===== src/rtl/zigzag_rle_serializer.sv =====
`default_nettype none
// ============================================================================
// Module   : zigzag_rle_serializer
// Purpose  : Captures one zigzag-ordered 8x8 coefficient block and streams
//            DC / (run,value) / ZRL / EOB tokens toward the Huffman coder.
// Revision : 1.0
// ============================================================================
module zigzag_rle_serializer #(
    parameter int DATA_WIDTH = 10,
    parameter int DEPTH      = 64
) (
    input  logic                          clock,
    input  logic                          reset_n,
    input  logic                          block_valid,
    output logic                          block_ready,
    input  logic [DATA_WIDTH*DEPTH-1:0]   zigzag_pix_in,
    output logic                          rle_valid,
    input  logic                          rle_ready,
    output logic [3:0]                    rle_run,
    output logic [DATA_WIDTH-1:0]         rle_value,
    output logic                          rle_is_dc,
    output logic                          rle_zrl,
    output logic                          rle_eob
);

    localparam int                 c_IDX_W    = $clog2(DEPTH);
    localparam logic [c_IDX_W-1:0] c_LAST_IDX = c_IDX_W'(DEPTH - 1);

    typedef enum logic [1:0] {
        S_IDLE = 2'd0,
        S_SCAN = 2'd1,
        S_EOB  = 2'd2,
        S_DONE = 2'd3
    } state_t;

    state_t                r_state;
    logic [DATA_WIDTH-1:0] r_coef [DEPTH];
    logic [c_IDX_W-1:0]    r_idx;
    logic [c_IDX_W-1:0]    r_last_nz;
    logic [3:0]            r_run;

    logic [c_IDX_W-1:0]    w_last_nz;
    logic                  w_accept;
    logic                  w_slot_free;
    logic [DATA_WIDTH-1:0] w_cur;

    assign block_ready = (r_state == S_IDLE);
    assign w_accept    = block_valid && block_ready;
    assign w_slot_free = !rle_valid || rle_ready;
    assign w_cur       = r_coef[r_idx];

    // Highest nonzero AC index wins; 0 means the block has no AC energy.
    always_comb begin
        w_last_nz = '0;
        for (int k = 1; k < DEPTH; k++) begin
            if (zigzag_pix_in[k*DATA_WIDTH +: DATA_WIDTH] != '0) begin
                w_last_nz = c_IDX_W'(k);
            end
        end
    end

    generate
        for (genvar g = 0; g < DEPTH; g++) begin : g_coef
            always_ff @(posedge clock) begin
                if (w_accept) begin
                    r_coef[g] <= zigzag_pix_in[g*DATA_WIDTH +: DATA_WIDTH];
                end
            end
        end
    endgenerate

    always_ff @(posedge clock or negedge reset_n) begin
        if (!reset_n) begin
            r_state   <= S_IDLE;
            r_idx     <= '0;
            r_last_nz <= '0;
            r_run     <= '0;
            rle_valid <= 1'b0;
            rle_run   <= '0;
            rle_value <= '0;
            rle_is_dc <= 1'b0;
            rle_zrl   <= 1'b0;
            rle_eob   <= 1'b0;
        end else begin
            // A consumed token frees the slot unless a new one is loaded below.
            if (rle_valid && rle_ready) begin
                rle_valid <= 1'b0;
            end

            case (r_state)
                S_IDLE: begin
                    if (w_accept) begin
                        rle_valid <= 1'b1;
                        rle_run   <= 4'd0;
                        rle_value <= zigzag_pix_in[DATA_WIDTH-1:0];
                        rle_is_dc <= 1'b1;
                        rle_zrl   <= 1'b0;
                        rle_eob   <= 1'b0;
                        r_last_nz <= w_last_nz;
                        r_idx     <= c_IDX_W'(1);
                        r_run     <= 4'd0;
                        r_state   <= (w_last_nz == '0) ? S_EOB : S_SCAN;
                    end
                end

                S_SCAN: begin
                    if (w_slot_free) begin
                        if (w_cur != '0) begin
                            rle_valid <= 1'b1;
                            rle_run   <= r_run;
                            rle_value <= w_cur;
                            rle_is_dc <= 1'b0;
                            rle_zrl   <= 1'b0;
                            rle_eob   <= 1'b0;
                            r_run     <= 4'd0;
                        end else if (r_run == 4'd15 && r_idx < r_last_nz) begin
                            rle_valid <= 1'b1;
                            rle_run   <= 4'd15;
                            rle_value <= '0;
                            rle_is_dc <= 1'b0;
                            rle_zrl   <= 1'b1;
                            rle_eob   <= 1'b0;
                            r_run     <= 4'd0;
                        end else begin
                            r_run <= r_run + 4'd1;
                        end

                        // A block ending on the last coefficient needs no EOB.
                        if (r_idx == r_last_nz) begin
                            r_state <= (r_last_nz == c_LAST_IDX) ? S_DONE : S_EOB;
                        end else begin
                            r_idx <= r_idx + c_IDX_W'(1);
                        end
                    end
                end

                S_EOB: begin
                    if (w_slot_free) begin
                        rle_valid <= 1'b1;
                        rle_run   <= 4'd0;
                        rle_value <= '0;
                        rle_is_dc <= 1'b0;
                        rle_zrl   <= 1'b0;
                        rle_eob   <= 1'b1;
                        r_state   <= S_DONE;
                    end
                end

                S_DONE: begin
                    if (w_slot_free) begin
                        r_state <= S_IDLE;
                    end
                end

                default: r_state <= S_IDLE;
            endcase
        end
    end

endmodule
`default_nettype wire


===== config.mk =====
export PLATFORM = sky130hd
export DESIGN_NAME = zigzag_rle_serializer
export DESIGN_NICKNAME = d
export VERILOG_FILES = /design/src/rtl/zigzag_rle_serializer.sv
export SDC_FILE = /design/constraint.sdc
export NUM_CORES = 1
export LEC_CHECK = 0
export CORE_ASPECT_RATIO = 1.5
export CORE_MARGIN = 2
export CORE_UTILIZATION = 40
export DETAILED_ROUTE_END_ITERATION = 16
export PLACE_DENSITY = 0.66
export SYNTH_ARGS = -nofsm -noshare
export SYNTH_HDL_FRONTEND = slang
export SYNTH_SLANG_ARGS = --single-unit

===== constraint.sdc =====
create_clock -name clock -period 31.8 [get_ports clock]
set_input_delay 6.36 -clock clock [delete_from_list [all_inputs] [get_ports clock]]
set_output_delay 6.36 -clock clock [all_outputs]
set_load 0.01 [all_outputs]

==> impl_metrics.toml <==
[yosys]
synth_nets = 2287
syn_area_per_cell_sq_um = 17.5
yosysSeqAreaShare_pct = 70.6
synth-seq-cells = 676
synth_edf_count = 640
ys_types = 66
synthCells = 1630
synth_ff_type = "edfxtp_1"
syn_area_sq_mm = 0.0285
async_flop_share_pct = 5.33
yosys_warnings = 0

[timing]
skew_ps = 22.1
clock.fmax_mhz = 95.7
finalCritPeriodShare_pct = 32.9
worstMarginPinSlew_ps = 1260
hold_violations = 0
relSlewSlack_pct = 13.9
fin_crit_ps = 10450
rsz0062_at_grt = "false"
report.final.slew_viol_count = 0
finalSetupTns_ps = 0
finalSetupViolCount = 0

[flow_run]
maxCapViolCount = 0

[setup_path]
end_kind = "flop"
crit_fanout = 4
slowest_delay_ps = 1130
required_ps = 32280
path_cells = "clkdlybuf4s50_1 > nor4_1 > nand3_1 > nor4_1 > nand2_1 > a2111oi_0 > or4b_2 > nand2_1 > nor2_1 > a31oi_1"
slowest_stage = "a2111oi_0"
critPathArrivalTime_ps = 10930
cp-start-kind = "input pin"
critical_path_class = "input pin to flop"

[power]
power_density_mw_per_mm2 = 71.6
p_seq_share_pct = 45.4
p_clk_share_pct = 28.3
ir_drop_mv = 0.0506
switchingPower_mw = 0.814
comb_power_share_pct = 26.3
netSwitchingFraction_pct = 29.7
p_int_mw = 1.92
power_leakage_nw = 12.4

[finish]
final_cell_mix = "clkdlybuf4s50_1, edfxtp_1, mux4_2, nor4_1, nor2_1"
final_common_cell = "clkdlybuf4s50_1"
final_net_count = 2972
nFillCells = 5767
fin_util_pct = 54.3
drive_above_1_share_pct = 12.7
syn2layout_area_growth_pct = 34.1

[placement]
dp_hpwl_um = 81900
port_buffers = 662
routabilityCongestion = 0.931

[routing]
ant_nets = 0
drt-pass1-iter-count = 5
wl_per_cell_um = 31.6
drc_errors = 0
vias_per_cell = 5.89
wl_um = 104000
vias = 19400
drtIter0Drc = 1973

[clock_tree]
ctsResizeCount = 0
postCtsSetupRepairBufs = 0
cts.sinks = 676
cts_tree = "done"
cts_made_buffers = 66
clkTransAtPathRegs_ps = 70
h-tree-depth = 3
cts_root_buf = "clkbuf_16"
clkLatencyLatePin_ps = 620
cts_hold_buf = 0
clock_path_buffers = 3

[global_routing]
grt_pass1_vias = 20000
grt_remaining_overflow = 0
grt_use_total_pct = 28.0
grt_pass1_wl_um = 144000
grt_max_degree = 192
antenna_found_initial = 31

[floorplanning]
start_util_pct = 40.5
die_x_um = 222
rows = 119
core_area_sq_mm = 0.0704
fp.dieH_um = 331
die-area_sq_mm = 0.0735
pin_count = 663

[hold_path]
hp-class = "flop to flop"

[outcome]
outcome = "finished, final reports clean"
final cells by class:
cell class / count / area, sq um / share of cell area [%]
clock inverter: 36 / 333 / 0.870
sequential: 676 / 20100 / 52.6
antenna: 20 / 50.0 / 0.131
clock buffer: 83 / 1740 / 4.54
tap: 907 / 1130 / 2.97
inverter: 31 / 124 / 0.324
multi-input combinational: 864 / 7980 / 20.9
timing repair buffer: 676 / 6750 / 17.7
power by group through the flow:
stage | logic (mW) | registers (mW) | clock network [mW]
2_1_floorplan | 0.425 | 1.35 | 0
3_3_place_gp | 0.715 | 1.25 | 0
3_5_place_dp | 0.724 | 1.26 | 0
4_1_cts | 0.726 | 1.24 | 0.787
5_1_grt | 0.760 | 1.26 | 0.821
6_report | 0.719 | 1.24 | 0.775
Yosys cell counts (9+ instances only):
cell,number,area share (%)
a21oi_1,36,0.63
a22oi_1,14,0.37
buf_2,26,0.46
clkbuf_1,20,0.26
dfrtp_1,36,3.2
edfxtp_1,640,67
ha_1,13,0.57
inv_1,30,0.39
mux2_4,10,0.53
mux2i_1,64,2.2
mux4_2,156,12
nand2_1,37,0.49
nand3_1,71,1.2
nand4_1,9,0.20
nor2_1,121,1.6
nor2b_1,10,0.22
nor3_1,23,0.40
nor4_1,135,3.0
o21ai_0,30,0.53
o22ai_1,21,0.46
or2_2,9,0.20
registers in the layout, summed over array words and instances (netlist names):
name,count
rle_zrl,1
r_state,2
r_coef,640
rle_value,10
rle_is_dc,1
rle_eob,1
r_last_nz,6
r_run,4
rle_run,4
rle_valid,1
r_idx,6
layer usage:
metal	vias to the layer above	routed length, um	part of all wire, %	GRT usage [%]
met1	9890	38500	37	33.9
met5	-	126	0.12	0
met4	20	4180	4.0	12.1
met2	1091	53800	52	49.1
met3	179	7430	7.1	5.31
li1	8217	-	-	-
worst max-delay path: cells and delay by family:
| kind | cells | cell delay (ps) |
|---|---|---|
| buffers and inverters | 1 | 500 |
| and+or+nand+nor | 7 | 2830 |
| AOI/OAI and AO/OA | 2 | 1240 |
metrics by stage:
| step | total power [mW] | worst slack [ps] | std cells | instance area [sq um] | hold slack, ps |
|---|---|---|---|---|---|
| 2_1_floorplan | 1.78 | 12030 | 1630 | 28500 | 450 |
| 3_3_place_gp | 1.97 | 20760 | 3154 | 36100 | 470 |
| 3_5_place_dp | 1.99 | 20820 | 3154 | 36100 | 471 |
| 4_1_cts | 2.76 | 21430 | 3273 | 38200 | 487 |
| 5_1_grt | 2.84 | 21170 | 3291 | 38200 | 516 |
| 6_report | 2.74 | 21350 | 3293 | 38200 | 484 |
path summary, 6_finish.rpt:
| kind | start | to | slack (ps) | cells after the start |
|---|---|---|---|---|
| min in group asynchronous | reset_n | rle_eob | 5840 | 1 |
| max in group asynchronous | reset_n | r_idx[0] | 25340 | 1 |
| setup / recovery | zigzag_pix_in[440] | r_state[0] | 21350 | 10 |
| hold reg to reg | rle_zrl | rle_zrl | 480 | 1 |
| hold / removal | rle_zrl | rle_zrl | 480 | 1 |
| setup reg to reg | r_idx[0] | rle_value[4] | 26800 | 10 |
cell families (layout without fill, tap and decap cells):
logic type | count (synthesis) | after routing | synth area share [%]
flip-flops | 676 | 676 | 70.6
AND/OR/NAND/NOR | 443 | 443 | 8.04
multiplexers | 237 | 237 | 15.4
AO/OA/AOI/OAI | 168 | 168 | 3.91
buffers and inverters | 90 | 826 | 1.47
adder cells (fa/ha/maj) | 13 | 13 | 0.570
XOR/XNOR | 3 | 3 | 0.0922
other | 0 | 20 | 0
No activity file was read; power rests on OpenSTA's default activity.
